### src/rtl/dm_arbiter.sv
// dm_arbiter: two cores share a dual-port RAM, p0 on port A and p1 on port B.
// Same-address accesses involving a write are serialised by a rotating priority bit.
module dm_arbiter #(
    parameter int AW  = 9,
    parameter int MAW = 8,
    parameter int DW  = 16
) (
    input  logic           clk,
    input  logic           rst,

    input  logic           p0_req,
    input  logic           p0_we,
    input  logic [AW-1:0]  p0_addr,
    input  logic [DW-1:0]  p0_wdata,
    output logic           p0_gnt,
    output logic           p0_rvalid,
    output logic [DW-1:0]  p0_rdata,
    output logic           p0_err,

    input  logic           p1_req,
    input  logic           p1_we,
    input  logic [AW-1:0]  p1_addr,
    input  logic [DW-1:0]  p1_wdata,
    output logic           p1_gnt,
    output logic           p1_rvalid,
    output logic [DW-1:0]  p1_rdata,
    output logic           p1_err,

    output logic [MAW-1:0] mem_addr_a,
    output logic [DW-1:0]  mem_data_a,
    output logic           mem_we_a,
    input  logic [DW-1:0]  mem_q_a,

    output logic [MAW-1:0] mem_addr_b,
    output logic [DW-1:0]  mem_data_b,
    output logic           mem_we_b,
    input  logic [DW-1:0]  mem_q_b,

    output logic [15:0]    conflict_cnt
);

    logic        p0Oor;
    logic        p1Oor;
    logic        conflict;

    logic        prio_q;
    logic        prio_d;
    logic [15:0] conflictCnt_q;
    logic [15:0] conflictCnt_d;

    logic        p0Rvalid_q;
    logic        p0Rvalid_d;
    logic        p0InRange_q;
    logic        p0InRange_d;
    logic        p0Err_q;
    logic        p0Err_d;

    logic        p1Rvalid_q;
    logic        p1Rvalid_d;
    logic        p1InRange_q;
    logic        p1InRange_d;
    logic        p1Err_q;
    logic        p1Err_d;

    // Any set bit above the RAM address width means the word does not exist.
    generate
        if (AW > MAW) begin : g_upper
            assign p0Oor = |p0_addr[AW-1:MAW];
            assign p1Oor = |p1_addr[AW-1:MAW];
        end else begin : g_noUpper
            assign p0Oor = 1'b0;
            assign p1Oor = 1'b0;
        end
    endgenerate

    assign mem_addr_a = p0_addr[MAW-1:0];
    assign mem_addr_b = p1_addr[MAW-1:0];
    assign mem_data_a = p0_wdata;
    assign mem_data_b = p1_wdata;

    // Only the low RAM bits are compared, so aliasing out-of-range addresses also collide.
    assign conflict = rst & p0_req & p1_req
                    & (p0_addr[MAW-1:0] == p1_addr[MAW-1:0])
                    & (p0_we | p1_we);

    assign p0_gnt = rst & p0_req & (~conflict | ~prio_q);
    assign p1_gnt = rst & p1_req & (~conflict |  prio_q);

    assign mem_we_a = p0_gnt & p0_we & ~p0Oor;
    assign mem_we_b = p1_gnt & p1_we & ~p1Oor;

    always_comb begin
        prio_d        = prio_q ^ conflict;
        conflictCnt_d = conflictCnt_q;
        if (conflict && (conflictCnt_q != 16'hFFFF)) begin
            conflictCnt_d = conflictCnt_q + 16'd1;
        end

        p0Rvalid_d  = p0_gnt & ~p0_we;
        p0InRange_d = ~p0Oor;
        p0Err_d     = p0_gnt & p0Oor;

        p1Rvalid_d  = p1_gnt & ~p1_we;
        p1InRange_d = ~p1Oor;
        p1Err_d     = p1_gnt & p1Oor;
    end

    always_ff @(posedge clk) begin
        if (!rst) begin
            prio_q        <= 1'b0;
            conflictCnt_q <= 16'd0;
            p0Rvalid_q    <= 1'b0;
            p0InRange_q   <= 1'b0;
            p0Err_q       <= 1'b0;
            p1Rvalid_q    <= 1'b0;
            p1InRange_q   <= 1'b0;
            p1Err_q       <= 1'b0;
        end else begin
            prio_q        <= prio_d;
            conflictCnt_q <= conflictCnt_d;
            p0Rvalid_q    <= p0Rvalid_d;
            p0InRange_q   <= p0InRange_d;
            p0Err_q       <= p0Err_d;
            p1Rvalid_q    <= p1Rvalid_d;
            p1InRange_q   <= p1InRange_d;
            p1Err_q       <= p1Err_d;
        end
    end

    // Out-of-range reads still return a valid beat, but with the RAM data masked off.
    assign p0_rvalid = p0Rvalid_q;
    assign p0_rdata  = (p0Rvalid_q & p0InRange_q) ? mem_q_a : '0;
    assign p0_err    = p0Err_q;

    assign p1_rvalid = p1Rvalid_q;
    assign p1_rdata  = (p1Rvalid_q & p1InRange_q) ? mem_q_b : '0;
    assign p1_err    = p1Err_q;

    assign conflict_cnt = conflictCnt_q;

endmodule

### config.mk
export PLATFORM = sky130hd
export DESIGN_NAME = dm_arbiter
export DESIGN_NICKNAME = d
export VERILOG_FILES = /design/src/rtl/dm_arbiter.sv
export SDC_FILE = /design/constraint.sdc
export NUM_CORES = 1
export LEC_CHECK = 0
export CAP_MARGIN = 20
export CORE_MARGIN = 4
export CORE_UTILIZATION = 26
export CTS_CLUSTER_DIAMETER = 200
export CTS_CLUSTER_SIZE = 30
export DETAILED_ROUTE_END_ITERATION = 6
export PLACE_DENSITY = 0.79
export REMOVE_ABC_BUFFERS = 1
export SETUP_SLACK_MARGIN = 0.3
export SKIP_LAST_GASP = 1
export SYNTH_ARGS = -nofsm -noshare
export SYNTH_HDL_FRONTEND = slang
export SYNTH_SLANG_ARGS = --single-unit
### constraint.sdc
create_clock -name clk -period 1.7 [get_ports clk]
set_input_delay 0.17 -clock clk [delete_from_list [all_inputs] [get_ports clk]]
set_output_delay 0.17 -clock clk [all_outputs]
set_load 0.005 [all_outputs]
==> results_dict.tcl, run 1 <==
set metrics [dict create \
    status "finished, violations left" \
    violations "setup timing" \
    critPathMaxFanout 6 \
    post-route-period-util_pct 108 \
    irDropWorstVdd_v 0.000281 \
    synth_seq_area_share_pct 26.0 \
    worstSetupPathType "reg -> reg" \
    tritoncts "done" \
    fillers 601 \
    detailedPlace.worstSlack_ns -0.750 \
    cts_root_buffer "clkbuf_8" \
    gr-total-overflow 0 \
    layout-drive-gt1-share_pct 40.2 \
    postCtsHoldBufs 0 \
    yosysUniqueCellTypes 31 \
    drt-initial-drc-count 45 \
    io_pins 192 \
    globalplace.congestion 0.783 \
    clk_pin_slew_worst_paths_ns 0.10 \
    grt_pass1_vias 2296 \
    period_needed_ns 1.84 \
    drv_cap 0 \
    fmax_mhz 543 \
    wl_per_cell_um 18.0 \
    synth_cells 222 \
    hpwl_um 5880 \
    cts_buffers 3 \
    worst_slack_ns -0.142 \
    cp-end-kind "register" \
    fin_worst_skew_ns 0.0101 \
    route.detailed.drc 0 \
    antenna_found_initial 0 \
    power_density_mw_per_mm2 361 \
    drtPass1Iterations 4 \
    die_h_um 90.5 \
    vias_per_cell 4.93 \
    leakagePower_uw 0.00183 \
    ant_nets 0 \
    stdcell_area_mm2 0.00355 \
    tightestPinTransition_ns 0.437 \
    port_buffers 127 \
    start_util_pct 27.4 \
    grt_max_degree 15 \
    ctsHtreeMaxLevel 1 \
    crit_required_ns 1.92 \
    cts_sinks 23 \
    synth_top_cell_area_share_pct 26.0 \
    cp-start-kind "register" \
    grt_pass1_wl_um 12200 \
    via_count 2182 \
    worstPathArrival_ns 2.07 \
    cts.path.max_buffers 2 \
    yosys.area.top_type "dfxtp_1" \
    ys_ff_latch 23 \
    placed_cell_area_mm2 0.00306 \
    n_antenna_cell 0 \
    wirelength_um 7990 \
    fp.dieW_um 90.5 \
    finalSetupViolations 15 \
    postSynthAreaPerCell_um2 7.96 \
    core_area_mm2 0.00646 \
    grt_use_total_pct 18.6 \
    nNetsFinal 458 \
    regArea_um2 493 \
    core.rowCount 29 \
    insertion_delay_ns 0.27 \
    rsz0062_at_grt "true" \
    slew_viol_final 0 \
    netlist_area_mm2 0.00177 \
    finalHoldViolations 0 \
    synth_area_leaders "dfxtp_1, buf_4, and3_1" \
    synth_warnings 0 \
    hold_path_class "in -> reg" \
    area_growth_pct 101 \
    multi_input_area_mm2 0.00109 \
    die-area_mm2 0.00818 \
    slew-limit-headroom_pct 70.6 \
]
==> synthesized netlist by cell type <==
| cell | n |
|---|---|
| nand4_1 | 9 |
| or3_4 | 1 |
| and3_1 | 33 |
| o21ai_1 | 2 |
| nor2_1 | 9 |
| and2_1 | 2 |
| o211a_1 | 1 |
| buf_6 | 2 |
| a21oi_1 | 6 |
| or4_1 | 8 |
| nor3b_1 | 2 |
| ha_1 | 3 |
| inv_1 | 7 |
| clkbuf_1 | 7 |
| nor3_1 | 2 |
| dfxtp_1 | 23 |
| o2111ai_1 | 1 |
| nor4_1 | 6 |
| nor4_2 | 1 |
| nand3_1 | 4 |
| or2_1 | 2 |
| xnor2_1 | 9 |
| or4_4 | 1 |
| nand2_1 | 14 |
| or3_1 | 3 |
| buf_4 | 48 |
| nand2b_1 | 2 |
| o31ai_1 | 5 |
| o211ai_1 | 3 |
| mux2i_1 | 5 |
| inv_2 | 1 |
==> per-stage QoR <==
step	total power (uW)	TNS [ns]	utilization [%]	cells	hold WS, ns
after floorplan	613	-0.556	-	165	0.237
after global placement	864	-12.97	47.4	414	0.340
after detailed placement	867	-12.86	47.4	414	0.340
after CTS	1290	-0.608	53.7	441	0.152
after global routing	1340	-2.14	55.0	443	0.167
final	1280	-0.989	55.0	443	0.167
==> path summary, 6_finish.rpt <==
kind | cells past startpoint | end | slack, ns | startpoint
min | 3 | p0_rvalid | 0.17 | p0_we
min reg2reg | 2 | conflict_cnt[15] | 0.53 | conflict_cnt[15]
max | 6 | conflict_cnt[4] | -0.14 | conflict_cnt[1]
max reg2reg | 6 | conflict_cnt[4] | -0.14 | conflict_cnt[1]
==> power by group <==
group          total [uW]  internal (uW)  switching (uW)
registers             544            540            4.51
logic                 378            258             119
clock network         359            164             195
==> routing by layer <==
metal	up-vias	share of wire (%)	track usage [%]
li1	1028	-	-
met3	6	13	11.2
met4	0	1.0	3.06
met5	-	0	5.13
met2	146	47	31.5
met1	1002	40	19.8
==> what timing repair did <==
item / 4_1_cts / 5_1_grt
gates cloned: 1 / 0
resized for setup: 219 / 26
pin swaps: 37 / 17
setup buffers: 22 / 2
endpoints found under the setup margin: 77 / 39
endpoints found under the hold margin: 0 / 0
==> placed cells by master (no fill, tap or decap), types with 6 or more instances in the layout <==
| master | Yosys | final |
|---|---|---|
| nand2_1 | 14 | 13 |
| dlygate4sd2_1 | 0 | 37 |
| dfxtp_2 | 0 | 11 |
| nor2_1 | 9 | 9 |
| dlymetal6s2s_1 | 0 | 6 |
| or4_1 | 8 | 7 |
| and3_1 | 33 | 31 |
| buf_6 | 2 | 22 |
| xnor2_2 | 0 | 6 |
| buf_2 | 0 | 9 |
| clkdlybuf4s50_1 | 0 | 54 |
| nand4_1 | 9 | 9 |
| clkdlybuf4s15_1 | 0 | 8 |
| buf_4 | 48 | 57 |
| dfxtp_1 | 23 | 7 |
==> worst max-delay path, stage by stage (launching register included) <==
cell     delay [ns]
dfxtp_4        0.37
ha_4           0.18
nand4_1        0.09
nor4_2         0.07
or4_4          0.47
or4_4          0.55
nand2_2        0.06
==> kinds of logic after synthesis <==
| logic type | Yosys count | share of synthesized area, % |
|---|---|---|
| xor+xnor | 9 | 4.46 |
| simple gates | 99 | 33.0 |
| fa+ha+maj | 3 | 2.12 |
| flops | 23 | 26.0 |
| mux | 5 | 2.83 |
| compound gates | 18 | 6.72 |
| buf+inv | 65 | 24.8 |
==> layout make-up <==
type,instances,area share (%)
Sequential cell,23,13.9
Multi-Input combinational cell,135,30.8
Tap cell,77,2.71
Clock inverter,1,0.141
Timing Repair Buffer,196,50.4
Clock buffer,3,1.16
Inverter,8,0.916
==> state kept, by name, indices dropped and copies added, names as in the netlist <==
| name | cells |
|---|---|
| conflict_cnt | 16 |
| p0InRange_q | 1 |
| p0_err | 1 |
| p0_rvalid | 1 |
| p1InRange_q | 1 |
| p1_err | 1 |
| p1_rvalid | 1 |
| prio_q | 1 |
(Power assumes the default switching activity.)
==> run 2: changes to the inputs <==
Settings changed: CORE_MARGIN 4 to not set, PLACE_DENSITY 0.79 to not set, PLACE_DENSITY_LB_ADDON set to 0.08.
==> run 2 against run 1 <==
- the run ends with DRC, setup timing left
- die area fell by 13%
- sequential cell count unchanged
- combinational power rose by 4%
- global-route usage increased by 3.3 points
- first-iteration DRC count is 110% higher
- sequential share of layout area is 0.21 points lower
- sequential power about the same
==> results_dict.tcl, run 2 (same netlist as run 1, synthesis figures left out) <==
set metrics [dict create \
    clk_pin_slew_worst_paths_ns 0.09 \
    irDropWorstVdd_v 0.000245 \
    finalSetupViolations 9 \
    crit_chain "ha_4 -> nand4_1 -> nor4_2 -> or4_4 -> or4_1 -> a21oi_2" \
    tightestPinTransition_ns 0.408 \
    area_growth_pct 103 \
    slew_viol_final 0 \
    finalHoldViolations 0 \
    hpwl_um 5830 \
    globalplace.congestion 0.773 \
    ant_nets 0 \
    power_frac_comb_pct 30.6 \
    die_h_um 84.5 \
    core.rowCount 29 \
    layout-drive-gt1-share_pct 44.7 \
    layout_commonest_cell "buf_4" \
    totalPowerFinal_uw 1290 \
    grt_pass1_vias 2097 \
    post-route-period-util_pct 107 \
    grt_max_degree 15 \
    core_area_mm2 0.00646 \
    final_cell_mix "buf_4, clkdlybuf4s50_1, dlygate4sd2_1" \
    drv_cap 0 \
    switching_share_pct 24.6 \
    p_sw_uw 317 \
    drt-initial-drc-count 95 \
    path_buf_inv 0 \
    gr-total-overflow 0 \
    worstSetupPathType "reg -> reg" \
    insertion_delay_ns 0.26 \
    largest_register_ffs 16 \
    start_util_pct 27.4 \
    drtPass1Iterations 7 \
    io_pins 192 \
    critPathMaxFanout 5 \
    cts_buffers 3 \
    hold_path_class "in -> reg" \
    grt_pass1_wl_um 11900 \
    seq_power_share_pct 42.2 \
    worst_slack_ns -0.119 \
    power_density_mw_per_mm2 359 \
    rsz0062_at_grt "true" \
    critPathTopFamily "simple AND/OR/NAND/NOR gates" \
    period_needed_ns 1.82 \
    cts.path.max_buffers 2 \
    fp.dieW_um 84.5 \
    fmax_mhz 550 \
    port_buffers 127 \
    tritoncts "done" \
    vias_per_cell 4.84 \
    status "finished, violations left" \
    slowest_stage "or4_1" \
    grt_use_total_pct 21.9 \
    route.detailed.drc 16 \
    cts_sinks 23 \
    cp-end-kind "register" \
    crit_required_ns 1.91 \
    wirelength_um 8140 \
    cts_root_buffer "clkbuf_8" \
    wl_per_cell_um 18.3 \
    via_count 2155 \
    slew-limit-headroom_pct 72.6 \
    regArea_um2 492 \
    utilization_pct 55.7 \
    nNetsFinal 459 \
    multi_input_area_mm2 0.00118 \
    fin_worst_skew_ns 0.000915 \
    critPathMaxStageDelay_ns 0.50 \
    p_int_uw 973 \
    violations "DRC, setup timing" \
    fillers 628 \
    ctsHtreeMaxLevel 1 \
    clkPwrFrac_pct 27.2 \
    die-area_mm2 0.00713 \
    antenna_found_initial 1 \
    cp-start-kind "register" \
    leakagePower_uw 0.00192 \
    detailedPlace.worstSlack_ns -0.732 \
    worstPathArrival_ns 2.03 \
]
[run 2: changes by cell type in the layout (fill, tap and decap cells not counted), sizes merged, moves of 3 or more]
cell / change
clkbuf: +6
dlymetal6s2s: +3
dlygate4sd2: -3
clkdlybuf4s15: -4
[run 2: cell type report]
class	instances	area share (%)
diodes	1	0.0696
inverters	8	0.904
well taps	77	2.68
flip-flops and latches	23	13.7
clock buffers	4	1.25
repair buffers	197	48.7
multi-input cells	135	32.7
[run 2: per-stage QoR]
step	instances	hold slack, ns	cell area (um^2)	TNS (ns)
after detailed placement	414	0.340	3060	-12.31
after global routing	445	0.0866	3600	-1.60
final	445	0.0963	3600	-0.727
after global placement	414	0.340	3060	-11.68
after floorplan	165	0.237	1360	-0.556
after CTS	439	0.0805	3420	-0.407
[run 2: path summary, 6_finish.rpt]
kind / from / endpoint / slack, ns / depth (start not counted)
setup / recovery: conflict_cnt[0] / conflict_cnt[5] / -0.12 / 6
hold / removal: p0_we / p0_rvalid / 0.1 / 2
setup reg to reg: conflict_cnt[0] / conflict_cnt[5] / -0.12 / 6
hold reg to reg: conflict_cnt[15] / conflict_cnt[15] / 0.53 / 2
[run 2: what timing repair did]
item	4_1_cts	5_1_grt
hold buffers	0	0
gates resized for setup	205	59
gates cloned	2	0
setup buffers	19	5
endpoints found under the setup margin	74	49
pin swaps	34	15
[run 2: power groups by stage]
stage | clock network (uW) | logic [uW] | registers, uW
3_5_place_dp | 0 | 307 | 571
2_1_floorplan | 0 | 46.3 | 567
5_1_grt | 394 | 422 | 545
6_report | 351 | 395 | 544
4_1_cts | 367 | 368 | 544
3_3_place_gp | 0 | 308 | 571
[run 2: worst register-to-register path, stage by stage, from the launching register on]
cell and delay (ns):
dfxtp_2 0.34, ha_4 0.17, nand4_1 0.09, nor4_2 0.07, or4_4 0.46, or4_1 0.50
a21oi_2 0.13
[run 2: per-layer routing]
metal,share of wire (%),vias to the layer above,GRT usage (%)
li1,-,1038,-
met5,0.61,-,7.69
met1,37,976,23.9
met3,14,6,13.4
met4,0.69,2,3.08
met2,47,133,36.6
